$ cat config.mk
export PLATFORM = sky130hd
export DESIGN_NAME = sr595_frame_receiver
export DESIGN_NICKNAME = d
export VERILOG_FILES = /design/src/rtl/sr595_frame_receiver.sv
export SDC_FILE = /design/constraint.sdc
export NUM_CORES = 1
export LEC_CHECK = 0
export BUFFER_PORTS_ARGS = -buffer_cell sky130_fd_sc_hd__buf_2
export CAP_MARGIN = 20
export CORE_UTILIZATION = 55
export CTS_CLUSTER_SIZE = 25
export DETAILED_ROUTE_END_ITERATION = 6
export PLACE_DENSITY = 0.79
export SYNTH_ARGS = -nofsm -noshare
export SYNTH_HDL_FRONTEND = slang
export SYNTH_SLANG_ARGS = --single-unit
$ cat constraint.sdc
create_clock -name clk -period 2.45 [get_ports clk]
set_clock_uncertainty 0.2 [all_clocks]
set_input_delay 0.49 -clock clk [delete_from_list [all_inputs] [get_ports clk]]
set_output_delay 0.49 -clock clk [all_outputs]
set_load 0.05 [all_outputs]
$ cat src/rtl/sr595_frame_receiver.sv
// sr595_frame_receiver
// Receive-side model of a 74HC595 row/column chain. It rebuilds the latched
// row and column words from the SER / SRCLK / RCLK / SRCLR lines.
//
// Optional build macro: SR595_RX_GLITCH_FILTER_EN
//   When defined, srclk and rclk edges are accepted only once the
//   synchronised level has differed from the accepted level for FILTER_LEN
//   consecutive cycles. Shorter pulses are ignored.
//
// Ports:
//   clk           system clock
//   clr           synchronous active-high reset
//   ser_in        row serial data
//   ser_col_in    column serial data
//   srclk_in      shift clock (rising edge shifts)
//   rclk_in       storage clock (rising edge latches)
//   srclr_n_in    active-low shift-register clear
//   row_q         last latched row word
//   col_q         last latched column word
//   frame_valid   one-cycle pulse per latch
//   bit_count_err pulse with frame_valid when shifts since last latch != WIDTH
//   frame_cnt     latch counter, wraps
//   busy          high while the shift counter is non-zero
module sr595_frame_receiver #(
  parameter int WIDTH       = 16,
  parameter int SYNC_STAGES = 2,
  parameter int FILTER_LEN  = 4
) (
  input  logic             clk,
  input  logic             clr,
  input  logic             ser_in,
  input  logic             ser_col_in,
  input  logic             srclk_in,
  input  logic             rclk_in,
  input  logic             srclr_n_in,
  output logic [WIDTH-1:0] row_q,
  output logic [WIDTH-1:0] col_q,
  output logic             frame_valid,
  output logic             bit_count_err,
  output logic [15:0]      frame_cnt,
  output logic             busy
);

  localparam int CW = $clog2(2 * WIDTH + 1);

  localparam logic [1:0] IDLE  = 2'd0;
  localparam logic [1:0] SHIFT = 2'd1;
  localparam logic [1:0] FULL  = 2'd2;
  localparam logic [1:0] OVER  = 2'd3;

  // Bit order inside each synchroniser stage: {srclr_n, rclk, srclk, ser_col, ser}.
  // All lines share one chain so data stays aligned with the clocks.
  logic [4:0] sync_q [SYNC_STAGES];
  logic [4:0] sync_last;

  always_ff @(posedge clk) begin
    if (clr) begin
      for (int i = 0; i < SYNC_STAGES; i++) sync_q[i] <= '0;
    end else begin
      sync_q[0] <= {srclr_n_in, rclk_in, srclk_in, ser_col_in, ser_in};
      for (int i = 1; i < SYNC_STAGES; i++) sync_q[i] <= sync_q[i-1];
    end
  end

  assign sync_last = sync_q[SYNC_STAGES-1];

  logic srclk_rise;
  logic rclk_rise;

`ifdef SR595_RX_GLITCH_FILTER_EN
  localparam int FW = $clog2(FILTER_LEN + 1);

  logic          srclk_acc;
  logic          rclk_acc;
  logic [FW-1:0] srclk_run;
  logic [FW-1:0] rclk_run;
  logic          srclk_accept;
  logic          rclk_accept;

  // An edge is taken in the cycle the level has been different for FILTER_LEN cycles.
  assign srclk_accept = (sync_last[2] != srclk_acc) && (srclk_run == FW'(FILTER_LEN - 1));
  assign rclk_accept  = (sync_last[3] != rclk_acc)  && (rclk_run  == FW'(FILTER_LEN - 1));
  assign srclk_rise   = srclk_accept & sync_last[2];
  assign rclk_rise    = rclk_accept  & sync_last[3];

  always_ff @(posedge clk) begin
    if (clr) begin
      srclk_acc <= 1'b0;
      rclk_acc  <= 1'b0;
      srclk_run <= '0;
      rclk_run  <= '0;
    end else begin
      if (sync_last[2] == srclk_acc) begin
        srclk_run <= '0;
      end else if (srclk_accept) begin
        srclk_acc <= sync_last[2];
        srclk_run <= '0;
      end else begin
        srclk_run <= srclk_run + FW'(1);
      end
      if (sync_last[3] == rclk_acc) begin
        rclk_run <= '0;
      end else if (rclk_accept) begin
        rclk_acc <= sync_last[3];
        rclk_run <= '0;
      end else begin
        rclk_run <= rclk_run + FW'(1);
      end
    end
  end
`else
  logic srclk_d;
  logic rclk_d;

  assign srclk_rise = sync_last[2] & ~srclk_d;
  assign rclk_rise  = sync_last[3] & ~rclk_d;

  always_ff @(posedge clk) begin
    if (clr) begin
      srclk_d <= 1'b0;
      rclk_d  <= 1'b0;
    end else begin
      srclk_d <= sync_last[2];
      rclk_d  <= sync_last[3];
    end
  end
`endif

  // Edge pulses and the data bits are registered together so the data
  // used for a shift is the value seen in the cycle the edge was detected.
  logic srclk_rise_q;
  logic rclk_rise_q;
  logic ser_q;
  logic ser_col_q;
  logic clear_q;

  always_ff @(posedge clk) begin
    if (clr) begin
      srclk_rise_q <= 1'b0;
      rclk_rise_q  <= 1'b0;
      ser_q        <= 1'b0;
      ser_col_q    <= 1'b0;
      clear_q      <= 1'b0;
    end else begin
      srclk_rise_q <= srclk_rise;
      rclk_rise_q  <= rclk_rise;
      ser_q        <= sync_last[0];
      ser_col_q    <= sync_last[1];
      clear_q      <= ~sync_last[4];
    end
  end

  logic [WIDTH-1:0] sr_row;
  logic [WIDTH-1:0] sr_col;
  logic [CW-1:0]    shift_cnt;
  logic [CW-1:0]    cnt_next;
  logic [1:0]       state;
  logic [1:0]       state_next;
  logic             do_shift;

  // A latch restarts the count; a shift in the same cycle makes it 1.
  always_comb begin
    do_shift   = srclk_rise_q & ~clear_q;
    cnt_next   = shift_cnt;
    state_next = IDLE;
    if (clear_q) begin
      cnt_next = '0;
    end else if (rclk_rise_q) begin
      cnt_next = do_shift ? CW'(1) : '0;
    end else if (do_shift && shift_cnt != CW'(2 * WIDTH)) begin
      cnt_next = shift_cnt + CW'(1);
    end
    if (cnt_next == '0)                state_next = IDLE;
    else if (cnt_next < CW'(WIDTH))    state_next = SHIFT;
    else if (cnt_next == CW'(WIDTH))   state_next = FULL;
    else                               state_next = OVER;
  end

  // Latch uses the pre-shift register contents, so a tied srclk/rclk edge
  // behaves like a real 595. A latch during clear stores zeros.
  always_ff @(posedge clk) begin
    if (clr) begin
      sr_row        <= '0;
      sr_col        <= '0;
      shift_cnt     <= '0;
      state         <= IDLE;
      row_q         <= '0;
      col_q         <= '0;
      frame_valid   <= 1'b0;
      bit_count_err <= 1'b0;
      frame_cnt     <= '0;
    end else begin
      frame_valid   <= rclk_rise_q;
      bit_count_err <= rclk_rise_q && (clear_q || shift_cnt != CW'(WIDTH));
      if (rclk_rise_q) begin
        row_q     <= clear_q ? '0 : sr_row;
        col_q     <= clear_q ? '0 : sr_col;
        frame_cnt <= frame_cnt + 16'd1;
      end
      if (clear_q) begin
        sr_row <= '0;
        sr_col <= '0;
      end else if (do_shift) begin
        sr_row <= {ser_q, sr_row[WIDTH-1:1]};
        sr_col <= {ser_col_q, sr_col[WIDTH-1:1]};
      end
      shift_cnt <= cnt_next;
      state     <= state_next;
    end
  end

  assign busy = (state != IDLE);

endmodule
==> impl_results.md, run 1 <==
* Status: complete, but fails checks
* Failing checks: design-rule violations
* FP Rows at 29
* Fin. Hold Viols at 0
* Placed Cells incl. Taps at 460
* Hold Path Class: in -> reg
* Crit start category: flop
* Setup crit end kind: flop
* Yosys cell types at 39
* Clock share of power at 34.7%
* Slew Limit Headroom at 59.6%
* Tcrit/Tclk final at 80.2%
* Worst EP arrival at 2000 ps
* Core Util, Final at 65.7%
* DRT iter0 DRCs at 96
* Top-count cell post-synth: dfxtp_1
* Largest net degree at the start of global routing at 33
* Max-Cap Viols at 0
* Drt drc at 10
* Critical path type: reg -> reg
* Total power at 2.81 mW
* Post_cts resized at 0
* DIE HEIGHT at 84.0 um
* Net Sw Frac at 22.5%
* P_sw at 632 uW
* CTS Hold Bufs at 0
* I/O Buffers at 57
* Cell chosen for the clock root: clkbuf_8
* Num ports at 58
* Final setup violation count at 0
* Die width at 84.0 um
* Max-slew violation count at 0
* Routed len/inst at 12.9 um
* Post-synthesis register bit count at 107
* Post-synthesis sequential area ratio at 58.0%
* FILL cells at 511
* Reg2Reg Depth at 7
* Fmax at 0.509 GHz
* P_leak at 1.75 nW
* 1st-pass router iterations at 6
* Post-synth top cells: 107 x dfxtp_1, 58 x nor2_1, 33 x mux2i_1
* Share of the synthesized area in the top cell type at 58.0%
* Int Power at 2.18 mW
* Worst Max-Slew Pin Slew at 607 ps
* CTS clk-pin slew, worst paths at 90 ps
* Diode count at 0
* Clk_lat worst skew at 360 ps
* CTS H-Tree Depth at 3
* Synth Warn # at 0
* Clock sinks at 107
* Reg power frac at 62.5%
* Period minus WS final at 1970 ps
* TritonCTS Buffers at 9
* Final wirelength at 6.12 mm
* Crit-path max FO at 4
* Die area at 7050 sq um
* Syn avg cell area at 10.9 sq um
* Synth-to-Final Area Change at 14.3%
* Global-route wire length before repair at 10.6 mm
* Data required, critical path at 2490 ps
* Setup TNS at 0 ps
* Ys async rst share at 0%
* Area of the multi-input gates at 1450 sq um
* Total track usage at 18.8%
* Final nets at 404
* Antenna violations before repair at 0
* Drt via density at 5.26
* Net count after synthesis at 350
* Non-Filler Instances at 476
* Mapped Area at 3690 sq um
* Pwr dens at 666 nW/um^2
* Gate Count Post-Synth at 340
* Logic gate share of total power at 2.8%
* DR vias at 2506
* Register area at 2140 sq um
* Vias in the first global route at 2340
* Cell accounting for the most synthesized area: dfxtp_1
* VDD IR max at 343 uV
* Hold Slack at 141 ps
* Synth area leaders: dfxtp_1 58%, mux2i_1 8.9%, a22o_1 7.6%, nor2_1 5.9%, xor2_1 3.1%
* Worst hold stages at 2
* Fraction of layout cells with a size suffix above 1 at 22.6%
* RSZ-0062 raised after global routing: false
* Core ar. at 6420 sq um
* Number of synthesized flops with an enable pin at 0
* Gr ovfl total at 0
* Clock Path Buffers at 2
* Initial Util at 57.5%
* Final GP Congestion at 0.823
* Setup bufs post-CTS at 0
* Post-synth top flop: dfxtp_1
* CTS tree: built
* DP HPWL at 4.10 mm
* Antenna Nets Post-Route at 0
sequential cells by signal (all words and copies together), names as in the netlist, 2 cells and up:
| signal | cells |
|---|---|
| shift_cnt | 6 |
| sync_q | 10 |
| sr_col | 16 |
| col_q | 16 |
| sr_row | 16 |
| row_q | 16 |
| frame_cnt | 16 |
| state | 2 |
kinds of logic (layout without fill, tap and decap cells):
family / count (synthesis) / in the layout / synth area share (%)
flops: 107 / 107 / 58.0
buf+inv: 24 / 83 / 2.78
simple gates: 114 / 114 / 15.5
xor+xnor: 17 / 17 / 4.03
compound gates: 41 / 41 / 9.42
mux: 34 / 34 / 9.25
fa+ha+maj: 3 / 3 / 1.02
critical path, cell delays in order, from the launching register on:
cell,delay (ps)
dfxtp_1,350
inv_1,80
ha_1,140
or3b_4,400
o21ai_2,170
mux2_1,330
nand2_1,100
a41oi_2,90
cells in the final DEF (no fill, tap or decap), types with 2 or more instances in the layout:
cell          n
dfxtp_1     106
buf_2        57
nor2_1       56
mux2i_1      33
a22o_1       32
nor2b_1      17
xor2_1       13
clkbuf_8     10
nand2_1       8
nand4_1       6
inv_1         5
buf_4         5
xnor2_1       4
nand3_1       4
clkinvlp_4    4
nor3_1        3
ha_1          3
or2_2         2
or3_1         2
nand2b_1      2
o21ai_0       2
nor2_2        2
and3_1        2
a21oi_1       2
inv_6         2
layout make-up:
class | instances | share of cell area [%]
Timing Repair Buffer | 62 | 7.65
Tap cell | 77 | 2.28
Inverter | 5 | 0.445
Multi-Input combinational cell | 209 | 34.4
Clock buffer | 10 | 3.26
Sequential cell | 107 | 50.8
Clock inverter | 6 | 1.13
power by group through the flow:
| stage | sequential (mW) | clock [mW] | combinational [mW] |
|---|---|---|---|
| global route | 1.76 | 1.08 | 0.0850 |
| CTS | 1.76 | 1.01 | 0.0784 |
| finish | 1.76 | 0.977 | 0.0775 |
| floorplan | 1.80 | 0 | 0.0573 |
| detailed placement | 1.80 | 0 | 0.0783 |
| global placement | 1.80 | 0 | 0.0768 |
layer usage:
layer | share of wire (%) | track usage (%)
met1 | 48 | 24.2
met2 | 46 | 30.0
met3 | 3.5 | 3.96
met4 | 1.9 | 9.56
met5 | 0 | 0
stage by stage:
step                      setup slack, ps  cell area, sq um
after floorplan                       502              3690
after global routing                  266              4220
after detailed placement              491              4040
after CTS                             475              4220
final                                 484              4220
after global placement                545              4040
worst paths after layout:
kind | from | to | slack, ps
max | shift_cnt[0] | state[0] | 480
max reg2reg | shift_cnt[0] | state[0] | 480
min reg2reg | srclk_d | srclk_rise_q | 180
min | ser_in | sync_q[0][0] | 140
Power figures use the tool's default switching activity.
==> run 2, diff against run 1 <==
- ABC_AREA: unset -> 1
- CORE_UTILIZATION: 55 -> 56
- clock period: 2.45 -> 2 ns (I/O delays scaled with it)
==> run 2 against run 1 <==
  * The flow now finishes without violations
  * Sequential power is 23% higher
  * Combinational power is 100% higher
  * Sequential share of layout area is 3.8 points lower
  * Largest power group unchanged
==> impl_results.md, run 2 <==
* Final wirelength at 7.82 mm (was 6.12 mm)
* Non-Filler Instances at 619 (was 476)
* Post-synthesis sequential area ratio at 53.5% (was 58.0%)
* Synth-to-Final Area Change at 14.0% (was 14.3%)
* Drt via density at 5.14 (was 5.26)
* Clock sinks at 107 (unchanged)
* Final setup violation count at 0 (unchanged)
* Clk_lat worst skew at 360 ps (about the same)
* Crit start category: flop (unchanged)
* CTS clk-pin slew, worst paths at 100 ps (was 90 ps)
* Yosys cell types at 33 (was 39)
* Synth area leaders: dfxtp_1 54%, nor2_1 7.0%, inv_1 6.2%, a211oi_1 6.0%, nand3_1 5.6% (was dfxtp_1 58%, mux2i_1 8.9%, a22o_1 7.6%, nor2_1 5.9%, xor2_1 3.1%)
* Hold Path Class: in -> reg (unchanged)
* Cell accounting for the most synthesized area: dfxtp_1 (unchanged)
* Slew Limit Headroom at 71.8% (was 59.6%)
* Clock Path Buffers at 2 (unchanged)
* CTS Hold Bufs at 0 (unchanged)
* Critical path type: reg -> out (was reg -> reg)
* Num ports at 58 (unchanged)
* RR Startpoint: shift_cnt[0] (unchanged)
* Die width at 86.5 um (was 84.0 um)
* Antenna Nets Post-Route at 0 (unchanged)
* Met1 wire length at 3.77 mm (was 2.97 mm)
* DP HPWL at 5.19 mm (was 4.10 mm)
* Setup crit end kind: output port (was flop)
* P_leak at 1.89 nW (was 1.75 nW)
* RSZ-0062 raised after global routing: false (unchanged)
* Status: finished, final reports clean (was complete, but fails checks)
* Net count after synthesis at 479 (was 350)
* Most common cell after layout, fill and taps aside: dfxtp_1 (unchanged)
* Post-synth top flop: dfxtp_1 (unchanged)
* Die area at 7490 sq um (was 7050 sq um)
* Largest net degree at the start of global routing at 60 (was 33)
* Total power at 3.67 mW (was 2.81 mW)
* CTS tree: built (unchanged)
* Global-route wire length before repair at 13.2 mm (was 10.6 mm)
* Fraction of layout cells with a size suffix above 1 at 18.7% (was 22.6%)
* Placed cell areas at 4350 sq um (was 4040 sq um)
* Worst Hold Launch: ser_in (unchanged)
* Commonest non-fill, non-tap cells in the layout: 107 x dfxtp_1, 75 x nor2_1, 65 x inv_1 (was 106 x dfxtp_1, 57 x buf_2, 56 x nor2_1)
* Gr ovfl total at 0 (unchanged)
* Reg2Reg Depth at 10 (was 7)
* I/O Buffers at 57 (unchanged)
* Number of synthesized flops with an enable pin at 0 (unchanged)
* Worst hold stages at 3 (was 2)
* Tcrit/Tclk final at 87.3%
* Cell chosen for the clock root: clkbuf_8 (unchanged)
* Diode count at 0 (unchanged)
* DIE HEIGHT at 86.5 um (was 84.0 um)
* Placed Cells incl. Taps at 603 (was 460)
* Setup bufs post-CTS at 0 (unchanged)
* Antenna violations before repair at 0 (unchanged)
* Final GP Congestion at 0.955 (was 0.823)
* Worst Hold End: sync_q[0][0] (unchanged)
* Routed met2 length at 3.63 mm (was 2.82 mm)
* 1st-pass router iterations at 4 (was 6)
* VDD IR max at 499 uV (was 343 uV)
* Total track usage at 22.4% (was 18.8%)
* Met3 wire len at 380 um (was 212 um)
* Post_cts resized at 0 (unchanged)
* Post-synthesis register bit count at 107 (unchanged)
* Max-slew violation count at 0 (unchanged)
* Final nets at 528 (was 404)
* Synth Warn # at 0 (unchanged)
* TritonCTS Buffers at 9 (unchanged)
* Top-count cell post-synth: dfxtp_1 (unchanged)
* Vias in the first global route at 2911 (was 2340)
* Drt drc at 0 (was 10)
* DRT iter0 DRCs at 179 (was 96)
* Ys async rst share at 0% (unchanged)
* Initial Util at 58.6% (was 57.5%)
* Max-Cap Viols at 0 (unchanged)
* Pwr dens at 804 nW/um^2 (was 666 nW/um^2)
* Routed len/inst at 12.6 um (was 12.9 um)
* Top Metal Used: met4 (unchanged)
* Fin. Hold Viols at 0 (unchanged)
* Register-to-register setup slack at 320 ps (was 480 ps)
* Worst Max-Slew Pin Slew at 424 ps (was 607 ps)
* FP Rows at 30 (was 29)
* Post-synth top cells: 107 x dfxtp_1, 75 x nor2_1, 66 x inv_1 (was 107 x dfxtp_1, 58 x nor2_1, 33 x mux2i_1)
* Gate Count Post-Synth at 469 (was 340)
* Share of the synthesized area in the top cell type at 53.5% (was 58.0%)
* CTS H-Tree Depth at 3 (unchanged)
* Period minus WS final at 1750 ps
* Data required, critical path at 1400 ps (was 2490 ps)
* Fmax at 0.573 GHz
* Mapped Area at 4000 sq um (was 3690 sq um)
* Worst EP arrival at 1150 ps (was 2000 ps)
* Core ar. at 6830 sq um (was 6420 sq um)
* Crit-path max FO at 1 (was 4)
* Post-route cell area at 4560 sq um (was 4220 sq um)
* RR Endpoint: state[0] (unchanged)
* Syn avg cell area at 8.53 sq um (was 10.9 sq um)
* DR vias at 3181 (was 2506)
* Setup TNS at 0 ps (unchanged)
## run 2: cell count changes after synthesis, moves of 8 or more
| cell | change |
|---|---|
| a211oi_1 | +32 |
| a21oi_1 | +8 |
| a22o_1 | -32 |
| buf_2 | +9 |
| inv_1 | +61 |
| mux2i_1 | -33 |
| nand2_1 | +24 |
| nand3_1 | +41 |
| nor2_1 | +17 |
| nor2b_1 | -17 |
| o21ai_0 | +10 |
| o31ai_1 | +27 |
| xor2_1 | -11 |
## run 2: worst max-delay path, cell delays in order (launching register included)
cell     delay [ps]
dfxtp_1         300
or2_2           280
buf_2           210
## run 2: per-layer routing
metal,up-vias,GRT usage (%)
li1,1648,-
met1,1458,29.8
met2,73,36.9
met3,2,3.90
met4,0,8.03
met5,-,0
## run 2: worst max-delay path by stage
stage / from / endpoint
after floorplan: frame_cnt[2] / frame_cnt[9]
after global placement: shift_cnt[0] / state[0]
after detailed placement: shift_cnt[0] / state[0]
after CTS: shift_cnt[0] / state[0]
after global routing: shift_cnt[0] / state[0]
final: state[1] / busy
## run 2: stage by stage
step                      util [%]  setup slack [ps]  hold slack (ps)
after CTS                     66.7               232             23.3
after detailed placement      63.7               253              184
after global placement        63.7               372              168
final                         66.8               254             37.6
after global routing          66.8              86.8             30.9
after floorplan                  -              94.9              163
## run 2: logic make-up after synthesis
family | synth area share, %
and+or+nand+nor | 20.3
DFF | 53.5
AOI/OAI and AO/OA | 14.6
xor gates and xnor gates | 0.876
buffers and inverters | 9.69
adders and majority gates | 0.938
## run 2: layout make-up
| cell class | count | area [sq um] |
|---|---|---|
| Clock buffer | 9 | 124 |
| Clock inverter | 7 | 82.6 |
| Fill cell | 596 | 2270 |
| Inverter | 67 | 251 |
| Multi-Input combinational cell | 267 | 1480 |
| Sequential cell | 107 | 2140 |
| Tap cell | 96 | 120 |
| Timing Repair Buffer | 66 | 365 |
## run 2: report_power, final
group | leakage, nW | switching, mW | internal, mW | total, mW
clock network | 0.105 | 0.739 | 0.599 | 1.34
logic | 0.919 | 0.116 | 0.0419 | 0.157
registers | 0.866 | 0.0132 | 2.16 | 2.17
==> run 3, diff against run 2 <==
- CORE_UTILIZATION: 56 -> 44
- PLACE_DENSITY: 0.79 -> 0.65
==> run 3 against run 2 <==
  * Sequential share of layout area decreased by 0.93 points
  * Flip-flop and latch count stayed put
  * Register-to-register slack worse by 98 ps
  * Core utilization decreased by 14 points
  * Power increased by 9.6%
  * Wire length fell by 0.17%
  * Clock power grew 26%
  * Worst setup slack worse by 32 ps
  * Cell count rose by 1.9%
  * Final area grew 2.0%
  * Via count hardly changed
  * Largest cell class unchanged
==> impl_results.md, run 3 (synthesis gave the netlist of run 2 again) <==
* VDD IR max at 346 uV (was 499 uV)
* TritonCTS Buffers at 9 (unchanged)
* DP HPWL at 5.15 mm (was 5.19 mm)
* FP Rows at 34 (was 30)
* Most common cell after layout, fill and taps aside: dfxtp_1 (unchanged)
* 1st-pass router iterations at 4 (unchanged)
* Crit-path most repeated cell: nand2_1
* Setup TNS at 0 ps (unchanged)
* Setup bufs post-CTS at 0 (unchanged)
* FILL cells at 824 (was 596)
* Antenna violations before repair at 0 (unchanged)
* DIE HEIGHT at 97.4 um (was 86.5 um)
* Post_cts resized at 0 (unchanged)
* P_leak at 1.92 nW (was 1.89 nW)
* Drt drc at 0 (unchanged)
* CTS clk-pin slew, worst paths at 100 ps (about the same)
* Initial Util at 45.7% (was 58.6%)
* Gr ovfl total at 0 (unchanged)
* DR vias at 3182 (was 3181)
* Status: finished, final reports clean (unchanged)
* Num ports at 58 (unchanged)
* Clock Path Buffers at 2 (unchanged)
* CTS H-Tree Depth at 3 (unchanged)
* Tcrit/Tclk final at 88.9% (was 87.3%)
* Die width at 97.4 um (was 86.5 um)
* Worst Max-Slew Pin Slew at 327 ps (was 424 ps)
* Crit-path max FO at 6 (was 1)
* Commonest non-fill, non-tap cells in the layout: 107 x dfxtp_1, 75 x nor2_1, 65 x inv_1 (unchanged)
* Slew Limit Headroom at 78.2% (was 71.8%)
* Global-route wire length before repair at 13.4 mm (was 13.2 mm)
* Data required, critical path at 2070 ps (was 1400 ps)
* Slowest stage delay, CP at 360 ps (was 300 ps)
* Final GP Congestion at 0.914 (was 0.955)
* Clk_lat worst skew at 370 ps (was 360 ps)
* Vias in the first global route at 2953 (was 2911)
* Hold Path Class: in -> reg (unchanged)
* Setup crit end kind: flop (was output port)
* Total track usage at 17.3% (was 22.4%)
* Core ar. at 8760 sq um (was 6830 sq um)
* Die area at 9480 sq um (was 7490 sq um)
* Fraction of layout cells with a size suffix above 1 at 18.4% (was 18.7%)
* Fin. Hold Viols at 0 (unchanged)
* Drt via density at 5.04 (was 5.14)
* Worst hold stages at 3 (unchanged)
* Final wirelength at 7.81 mm (was 7.82 mm)
* Reg2Reg Depth at 10 (unchanged)
* Routed len/inst at 12.4 um (was 12.6 um)
* Critical path type: reg -> reg (was reg -> out)
* Period minus WS final at 1780 ps (was 1750 ps)
* RSZ-0062 raised after global routing: false (unchanged)
* I/O Buffers at 57 (unchanged)
* Max-slew violation count at 0 (unchanged)
* Diode count at 0 (unchanged)
* Crit start category: flop (unchanged)
* Antenna Nets Post-Route at 0 (unchanged)
* Fmax at 0.562 GHz (was 0.573 GHz)
* Final setup violation count at 0 (unchanged)
* CTS Hold Bufs at 0 (unchanged)
* DRT iter0 DRCs at 131 (was 179)
* Largest net degree at the start of global routing at 65 (was 60)
* Max-Cap Viols at 0 (unchanged)
* Pwr dens at 863 nW/um^2 (was 804 nW/um^2)
* Final nets at 528 (unchanged)
* Synth-to-Final Area Change at 16.3% (was 14.0%)
* Total power at 4.02 mW (was 3.67 mW)
* CTS tree: built (unchanged)
* Critical Path, Cell by Cell: inv_1, ha_1, nand3_1, nand2_1, nand2_1, nand3_1, nand2_1, nand2_1, o21ai_0, nand2_1 (was or2_2, buf_2)
* Clock sinks at 107 (unchanged)
* Cell chosen for the clock root: clkbuf_8 (unchanged)
* Slowest CP cell: dfxtp_1 (unchanged)
* Worst EP arrival at 1850 ps (was 1150 ps)
[run 3: cell count changes in the layout (fill, tap and decap cells not counted), sizes merged]
cell      before  now
clkinv         4    1
inv           69   67
clkinvlp       0    1
bufinv         1    4
clkbuf         9   10
[run 3: final timing paths]
| check | startpoint | to | slack, ps |
|---|---|---|---|
| setup / recovery | shift_cnt[0] | state[0] | 220 |
| hold / removal | ser_in | sync_q[0][0] | 30 |
| setup reg to reg | shift_cnt[0] | state[0] | 220 |
| hold reg to reg | sync_q[0][9] | clear_q | 180 |
[run 3: per-stage QoR]
stage	utilization (%)	area, sq um	instances	hold WS, ps	setup slack, ps
6_report	53.1	4650	631	31.9	222
5_1_grt	53.1	4650	631	21.5	62.3
4_1_cts	53.1	4650	631	10.7	206
3_5_place_dp	50.1	4390	615	177	252
3_3_place_gp	50.1	4390	615	171	353
2_1_floorplan	-	4000	469	163	94.9
[run 3: layout make-up]
| class | count | area (sq um) | share of cell area (%) |
|---|---|---|---|
| clock buffers | 10 | 128 | 2.74 |
| well taps | 108 | 135 | 2.90 |
| multi-input cells | 267 | 1470 | 31.6 |
| repair buffers | 66 | 390 | 8.39 |
| clock inverters | 6 | 136 | 2.93 |
| flip-flops and latches | 107 | 2140 | 46.0 |
| inverters | 67 | 251 | 5.40 |
[run 3: per-layer routing]
| metal | global-route usage, % | vias to the layer above | routed length, um |
|---|---|---|---|
| met4 | 7.69 | 0 | 137 |
| met5 | 0 | - | 0 |
| met2 | 28.2 | 55 | 3560 |
| met1 | 21.7 | 1477 | 3820 |
| met3 | 4.39 | 11 | 282 |
| li1 | - | 1639 | - |
[run 3: report_power, final]
part           switching [mW]  internal (mW)  leakage [nW]
clock network           0.725          0.963         0.127
logic                   0.115         0.0467         0.929
registers              0.0131           2.16         0.866
total                   0.853           3.17          1.92
[run 3: worst max-delay path, delay by kind of cell, from the launching register on]
family	cells	cell delay, ps
AND/OR/NAND/NOR	7	640
flip-flops	1	360
adder cells (fa/ha/maj)	1	230
AO/OA/AOI/OAI	1	160
buffers and inverters	1	90
